--- src/rtl/uart_arb_pkg.sv ---
// -----------------------------------------------------------------------------
// uart_arb_pkg
//
// Shared definitions for the UART transmit arbiter:
//   - arb_state_e : FSM state encoding (IDLE, START, WAIT_LOW, WAIT_HIGH)
//   - *_DEF       : default parameter values for the arbiter
//   - cnt_width() : width of the accept-timeout counter, clog2(TIMEOUT)
//   - idx_width() : width of a requester index, clog2(NREQ)
// -----------------------------------------------------------------------------
package uart_arb_pkg;

    typedef enum logic [1:0] {
        IDLE      = 2'd0,
        START     = 2'd1,
        WAIT_LOW  = 2'd2,
        WAIT_HIGH = 2'd3
    } arb_state_e;

    localparam int NREQ_DEF    = 4;
    localparam int NBITS_DEF   = 8;
    localparam int TIMEOUT_DEF = 16;

    localparam int CNT_W_DEF   = $clog2(TIMEOUT_DEF);

    // The counter only has to hold values up to TIMEOUT-1.
    function automatic int cnt_width(input int timeout);
        return (timeout > 1) ? $clog2(timeout) : 1;
    endfunction

    function automatic int idx_width(input int nreq);
        return (nreq > 1) ? $clog2(nreq) : 1;
    endfunction

endpackage

--- src/rtl/rr_priority.sv ---
// -----------------------------------------------------------------------------
// rr_priority
//
// Purely combinational round-robin picker. Starting at index `ptr` and
// searching upward with wrap-around, the first set bit of `req` wins.
//
// Parameters:
//   NREQ    : number of requesters
//   IDX_W   : width of an index into the request vector
// Ports:
//   req     in  [NREQ-1:0]  : eligible requests
//   ptr     in  [IDX_W-1:0] : highest-priority index this cycle
//   win     out [NREQ-1:0]  : one-hot winner, 0 when req is 0
//   win_idx out [IDX_W-1:0] : index of the winner, 0 when req is 0
// -----------------------------------------------------------------------------
module rr_priority #(
    parameter int NREQ  = 4,
    parameter int IDX_W = 2
) (
    input  logic [NREQ-1:0]  req,
    input  logic [IDX_W-1:0] ptr,
    output logic [NREQ-1:0]  win,
    output logic [IDX_W-1:0] win_idx
);

    // Scan the offsets from farthest to nearest. Every hit overwrites the
    // previous one, so the last write is the nearest eligible index above
    // the pointer, which is exactly the round-robin winner.
    always_comb begin
        logic [IDX_W:0] pos;
        // NOTE: every variable written in a combinational block gets a
        // default first; a path that leaves one unassigned infers a latch.
        win     = '0;
        win_idx = '0;
        pos     = '0;
        for (int i = NREQ - 1; i >= 0; i--) begin
            pos = {1'b0, ptr} + (IDX_W + 1)'(i);
            if (pos >= (IDX_W + 1)'(NREQ)) begin
                pos = pos - (IDX_W + 1)'(NREQ);
            end
            if (req[pos[IDX_W-1:0]]) begin
                win                   = '0;
                win[pos[IDX_W-1:0]]   = 1'b1;
                win_idx               = pos[IDX_W-1:0];
            end
        end
    end

endmodule

--- src/rtl/uart_tx_arbiter.sv ---
// -----------------------------------------------------------------------------
// uart_tx_arbiter
//
// Shares one UART transmitter between NREQ byte producers. A client holds
// i_req high with its byte on its i_data slice; the arbiter picks a winner
// round-robin, latches the byte, pulses the transmitter start, follows the
// transmitter's done level low (accepted) and high again (frame finished),
// and then pulses the client's ack. If the transmitter never accepts the
// start within TIMEOUT cycles, o_err pulses and the grant is dropped without
// an ack so the client retries later.
//
// Parameters:
//   NREQ    : number of requesters (2..8)
//   NBITS   : byte width
//   TIMEOUT : cycles allowed for done to drop after a start pulse
// Ports:
//   clk         in                 : clock
//   rst         in                 : asynchronous active-high reset
//   i_req       in  [NREQ-1:0]     : request levels, held until ack
//   i_data      in  [NREQ*NBITS-1] : client k's byte at [k*NBITS +: NBITS]
//   o_ack       out [NREQ-1:0]     : one-cycle pulse to the served client
//   o_grant     out [NREQ-1:0]     : one-hot transmitter owner, 0 when idle
//   o_tx_start  out                : one-cycle start pulse to the transmitter
//   o_tx_data   out [NBITS-1:0]    : latched byte, stable from grant to ack
//   i_tx_done   in                 : transmitter idle level (0 = in frame)
//   o_busy      out                : high whenever the FSM is not IDLE
//   o_err       out                : one-cycle pulse on accept timeout
// All outputs are registered.
// -----------------------------------------------------------------------------
module uart_tx_arbiter
    import uart_arb_pkg::*;
#(
    parameter int NREQ    = NREQ_DEF,
    parameter int NBITS   = NBITS_DEF,
    parameter int TIMEOUT = TIMEOUT_DEF
) (
    input  logic                  clk,
    input  logic                  rst,
    input  logic [NREQ-1:0]       i_req,
    input  logic [NREQ*NBITS-1:0] i_data,
    output logic [NREQ-1:0]       o_ack,
    output logic [NREQ-1:0]       o_grant,
    output logic                  o_tx_start,
    output logic [NBITS-1:0]      o_tx_data,
    input  logic                  i_tx_done,
    output logic                  o_busy,
    output logic                  o_err
);

    localparam int IDX_W = idx_width(NREQ);
    localparam int CNT_W = cnt_width(TIMEOUT);

    arb_state_e        state_q;
    arb_state_e        state_nxt;
    logic [IDX_W-1:0]  ptr_q;
    logic [IDX_W-1:0]  ptr_nxt;
    logic [IDX_W-1:0]  gidx_q;
    logic [IDX_W-1:0]  gidx_nxt;
    logic [CNT_W-1:0]  cnt_q;
    logic [CNT_W-1:0]  cnt_nxt;

    logic [NREQ-1:0]   ack_nxt;
    logic [NREQ-1:0]   grant_nxt;
    logic              start_nxt;
    logic [NBITS-1:0]  data_nxt;
    logic              err_nxt;

    logic [NREQ-1:0]   eligible;
    logic [NREQ-1:0]   win;
    logic [IDX_W-1:0]  win_idx;
    logic [NBITS-1:0]  win_data;
    logic              grant_now;
    logic              timeout_hit;
    logic [IDX_W-1:0]  ptr_adv;

    // A client being acked this cycle still has i_req high; masking it with
    // the registered ack keeps it from being granted a second time.
    assign eligible  = i_req & ~o_ack;

    // A grant needs an idle transmitter. After a reset mid-frame done is
    // still low, so this also holds off the first grant until it finishes.
    assign grant_now = i_tx_done && (eligible != '0);

    // The counter runs 0,1,2,... in WAIT_LOW; the timeout fires on the
    // evaluation that would increment it to TIMEOUT-1.
    assign timeout_hit = (cnt_q == CNT_W'(TIMEOUT - 2));

    // Next pointer is one past the client just served, wrapping at NREQ.
    assign ptr_adv = (gidx_q == IDX_W'(NREQ - 1)) ? '0 : gidx_q + IDX_W'(1);

    rr_priority #(
        .NREQ  (NREQ),
        .IDX_W (IDX_W)
    ) u_rr_priority (
        .req     (eligible),
        .ptr     (ptr_q),
        .win     (win),
        .win_idx (win_idx)
    );

    // Byte of the current winner, selected by the one-hot vector.
    always_comb begin
        win_data = '0;
        for (int k = 0; k < NREQ; k++) begin
            if (win[k]) begin
                win_data = i_data[k*NBITS +: NBITS];
            end
        end
    end

    // ------------------------------------------------------------------
    // State register and registered outputs
    // ------------------------------------------------------------------
    // NOTE: state uses non-blocking assignments so every register in this
    // block updates from the same pre-edge values, independent of order.
    always_ff @(posedge clk or posedge rst) begin
        if (rst) begin
            state_q    <= IDLE;
            ptr_q      <= '0;
            gidx_q     <= '0;
            cnt_q      <= '0;
            o_ack      <= '0;
            o_grant    <= '0;
            o_tx_start <= 1'b0;
            o_tx_data  <= '0;
            o_busy     <= 1'b0;
            o_err      <= 1'b0;
        end else begin
            state_q    <= state_nxt;
            ptr_q      <= ptr_nxt;
            gidx_q     <= gidx_nxt;
            cnt_q      <= cnt_nxt;
            o_ack      <= ack_nxt;
            o_grant    <= grant_nxt;
            o_tx_start <= start_nxt;
            o_tx_data  <= data_nxt;
            o_busy     <= (state_nxt != IDLE);
            o_err      <= err_nxt;
        end
    end

    // ------------------------------------------------------------------
    // Next-state logic
    // ------------------------------------------------------------------
    always_comb begin
        state_nxt = state_q;
        unique case (state_q)
            IDLE: begin
                if (grant_now) begin
                    state_nxt = START;
                end
            end
            START: begin
                state_nxt = WAIT_LOW;
            end
            WAIT_LOW: begin
                if (!i_tx_done) begin
                    state_nxt = WAIT_HIGH;
                end else if (timeout_hit) begin
                    state_nxt = IDLE;
                end
            end
            WAIT_HIGH: begin
                // No timeout here: frame length depends on the baud rate.
                if (i_tx_done) begin
                    state_nxt = IDLE;
                end
            end
            default: begin
                state_nxt = IDLE;
            end
        endcase
    end

    // ------------------------------------------------------------------
    // Output and datapath next values
    // ------------------------------------------------------------------
    always_comb begin
        ack_nxt   = '0;
        start_nxt = 1'b0;
        err_nxt   = 1'b0;
        grant_nxt = o_grant;
        data_nxt  = o_tx_data;
        ptr_nxt   = ptr_q;
        gidx_nxt  = gidx_q;
        cnt_nxt   = cnt_q;
        unique case (state_q)
            IDLE: begin
                if (grant_now) begin
                    grant_nxt = win;
                    gidx_nxt  = win_idx;
                    data_nxt  = win_data;
                    start_nxt = 1'b1;
                end
            end
            START: begin
                cnt_nxt = '0;
            end
            WAIT_LOW: begin
                if (i_tx_done) begin
                    if (timeout_hit) begin
                        // Drop the grant without an ack; the client keeps
                        // requesting and is retried after the others.
                        err_nxt   = 1'b1;
                        grant_nxt = '0;
                        ptr_nxt   = ptr_adv;
                    end else begin
                        cnt_nxt = cnt_q + CNT_W'(1);
                    end
                end
            end
            WAIT_HIGH: begin
                if (i_tx_done) begin
                    ack_nxt   = o_grant;
                    grant_nxt = '0;
                    ptr_nxt   = ptr_adv;
                end
            end
            default: begin
                grant_nxt = '0;
            end
        endcase
    end

endmodule

--- config.mk ---
export PLATFORM = sky130hd
export DESIGN_NAME = uart_tx_arbiter
export DESIGN_NICKNAME = d
export VERILOG_FILES = /design/src/rtl/uart_arb_pkg.sv /design/src/rtl/rr_priority.sv /design/src/rtl/uart_tx_arbiter.sv
export SDC_FILE = /design/constraint.sdc
export NUM_CORES = 1
export LEC_CHECK = 0
export ABC_AREA = 0
export BUFFER_PORTS_ARGS = -buffer_cell sky130_fd_sc_hd__clkbuf_2
export CAP_MARGIN = 20
export CORE_ASPECT_RATIO = 2
export CORE_MARGIN = 2
export CORE_UTILIZATION = 40
export DETAILED_ROUTE_END_ITERATION = 10
export GPL_ROUTABILITY_DRIVEN = 0
export GPL_TIMING_DRIVEN = 1
export SLEW_MARGIN = 20
export SYNTH_ARGS = -nofsm -noshare
export SYNTH_HDL_FRONTEND = slang
export SYNTH_HIERARCHICAL = 1
export SYNTH_SLANG_ARGS = --single-unit
--- constraint.sdc ---
create_clock -name clk -period 4.95 [get_ports clk]
set_clock_uncertainty 0.2 [all_clocks]
set_input_delay 0.99 -clock clk [delete_from_list [all_inputs] [get_ports clk]]
set_output_delay 0.99 -clock clk [all_outputs]
set_load 0.02 [all_outputs]
==> out/qor.yml <==
relSlewSlack_pct: 47.6
track_usage_pct: 19.3
pin_count: 58
first_global_vias: 1762
grt_max_degree: 30
antenna_found_initial: 0
vias: 1722
synth_area_um2: 2010
worstMarginPinSlew_ps: 783
layout_common_cells: "57 x clkbuf_2, 29 x dfrtp_1, 16 x nor2b_1"
finalCritPeriodShare_pct: 82.4
clk_latency_ps: 270
fin_crit_ps: 4080
status: "completed"
initialDrtViolationCount: 49
critPathLaunchType: "input pin"
drive_gt1_share_pct: 37.5
synth_nets: 243
core_um2: 4860
power.leakage_nw: 1.20
gr-total-overflow: 0
crit_arrival_ps: 4040
fin_ws_ps: 873
antenna_cells: 0
grt_pass1_wl_um: 8050
hold_buffers: 0
die_h_um: 104
drc: 0
hold_class: "flip-flop to flip-flop"
timing.reg2reg.setup_slack_ps: 1070
max_freq_mhz: 245
path_class: "input pin to flip-flop"
nets: 302
synth_enable_flop_cells: 0
max-vdd-ir-drop_mv: 0.370
detail_route.vias_per_cell: 5.55
start_util_pct: 41.4
ys.flop_type: "dfrtp_1"
dieArea_um2: 5650
p_comb_share_pct: 62.5
stdcell_count: 310
cts_buffers: 5
place_inst: 302
rsz0062_at_grt: "no"
ant_nets: 0
synth_area_leader_cell: "dfrtp_1"
fin_util_pct: 50.1
synth-seq-cells: 29
synth_area_per_cell_um2: 10.4
portBuffers: 57
cts.sinks: 29
crit_required_ps: 4910
path_max_fanout: 10
final_common_cell: "clkbuf_2"
placed_area_um2: 2330
ys_types: 49
internal_power_uw: 900
stdcell_area_um2: 2430
synth_area_leaders: "dfrtp_1 36%, ha_1 6.8%, mux2_4 5.2%"
postCtsSetupRepairBufs: 0
total_power_mw: 1.63
end_kind: "flip-flop"
report.final.setup_viol: 0
path_clk_slew_ps: 60
ys_seq_area_share_pct: 36.1
hold_viol_final: 0
cts_tree: "built"
fin_tns_setup_ps: 0
syn2layout_area_growth_pct: 21.0
rows: 36
pre_cts_ws_ps: 620
synth_top_area_share_pct: 36.1
dp_hpwl_um: 3810
cts_buffer_depth: 2
synthCells: 193
clkPwrFrac_pct: 13.1
cts_resized: 0
cap_viol_max_count: 0
p_sw_share_pct: 44.6
yosysWarningCount: 6
htreeDepth: 2
p_per_area_nw_per_um2: 668
slew_violations: 0
clock-root-buffer: "clkbuf_8"
drt-total-wl_um: 4900
fillers: 492
holdWs_ps: 288
seqPwrFrac_pct: 24.5
firstDrtPassIters: 4
async_flop_share_pct: 100
wl_per_cell_um: 15.8
p_switching_uw: 726
chipWidth_um: 54.2
==> power groups by stage <==
| stage | combinational, mW | clock [mW] | sequential, mW |
|---|---|---|---|
| 2_1_floorplan | 0.724 | 0 | 0.454 |
| 3_3_place_gp | 1.01 | 0 | 0.402 |
| 3_5_place_dp | 1.02 | 0 | 0.401 |
| 4_1_cts | 1.02 | 0.221 | 0.399 |
| 5_1_grt | 1.13 | 0.231 | 0.408 |
| 6_report | 1.02 | 0.212 | 0.398 |
==> Yosys cell counts (2+ instances only) <==
cell and count:
a21o_1 3, clkbuf_1 4, xor2_1 2, a21oi_1 3
a221oi_1 8, ha_1 11, or4_1 2, mux2_4 7
nor2b_4 2, o21ai_0 3, nor2b_1 16, and2_1 4
o31ai_1 8, mux2_2 8, mux2i_1 5, o22ai_1 3
nand3_1 3, nand4_1 5, a31oi_1 4, nor2_1 11
buf_6 3, and3_1 2, nor3b_1 2, mux2_1 2
inv_1 8, a22oi_1 3, dfrtp_1 29, nand2_1 10
nand3b_1 2
==> worst paths after layout <==
path,startpoint,end,cells after the start
min in group asynchronous,rst,o_grant[2],3
worst min-delay path,o_tx_data[2],o_tx_data[2],1
max in group asynchronous,rst,o_busy,3
worst max register to register,ptr_q[1],o_tx_data[4],10
worst max-delay path,i_req[2],o_tx_data[4],10
worst min register to register,o_tx_data[2],o_tx_data[2],1
==> critical path, cell delays in order <==
cell      delay (ps)
clkbuf_2          70
nor2b_1          420
or3b_2           480
nand3_1          150
a41oi_1          140
o211ai_1         660
nor2b_1          310
a221oi_1         390
o31ai_1          120
mux2_1           290
==> layout make-up <==
type	count	area [um^2]	area share, %
inverter	8	30.0	1.23
sequential	29	726	29.8
clock buffer	7	96.3	3.96
tap	57	71.3	2.93
multi-input combinational	146	1180	48.6
clock inverter	1	5.00	0.206
timing repair buffer	62	323	13.3
==> kinds of logic (layout without fill, tap and decap cells) <==
| logic type | Yosys count | count (layout) | synth area share, % |
|---|---|---|---|
| adder cells (fa/ha/maj) | 11 | 11 | 6.84 |
| AO/OA/AOI/OAI | 42 | 42 | 15.5 |
| multiplexers | 24 | 24 | 15.7 |
| buffers and inverters | 18 | 78 | 5.10 |
| AND/OR/NAND/NOR | 67 | 67 | 19.9 |
| XOR/XNOR | 2 | 2 | 0.871 |
| flip-flops | 29 | 29 | 36.1 |
==> sequential cells by signal (all words and copies together), names as in the netlist <==
| register | flops |
|---|---|
| o_tx_data | 8 |
| gidx_q | 2 |
| o_grant | 4 |
| o_ack | 4 |
| o_busy | 1 |
| state_q | 2 |
| o_err | 1 |
| cnt_q | 4 |
| o_tx_start | 1 |
| ptr_q | 2 |
==> metal layers <==
| layer | GRT usage, % | vias up | part of all wire, % |
|---|---|---|---|
| met2 | 34.0 | 59 | 56 |
| met5 | 0 | - | 0 |
| met4 | 12.5 | 0 | 4.4 |
| li1 | - | 827 | - |
| met1 | 19.0 | 824 | 35 |
| met3 | 3.02 | 12 | 4.3 |
Power figures use the tool's default switching activity.
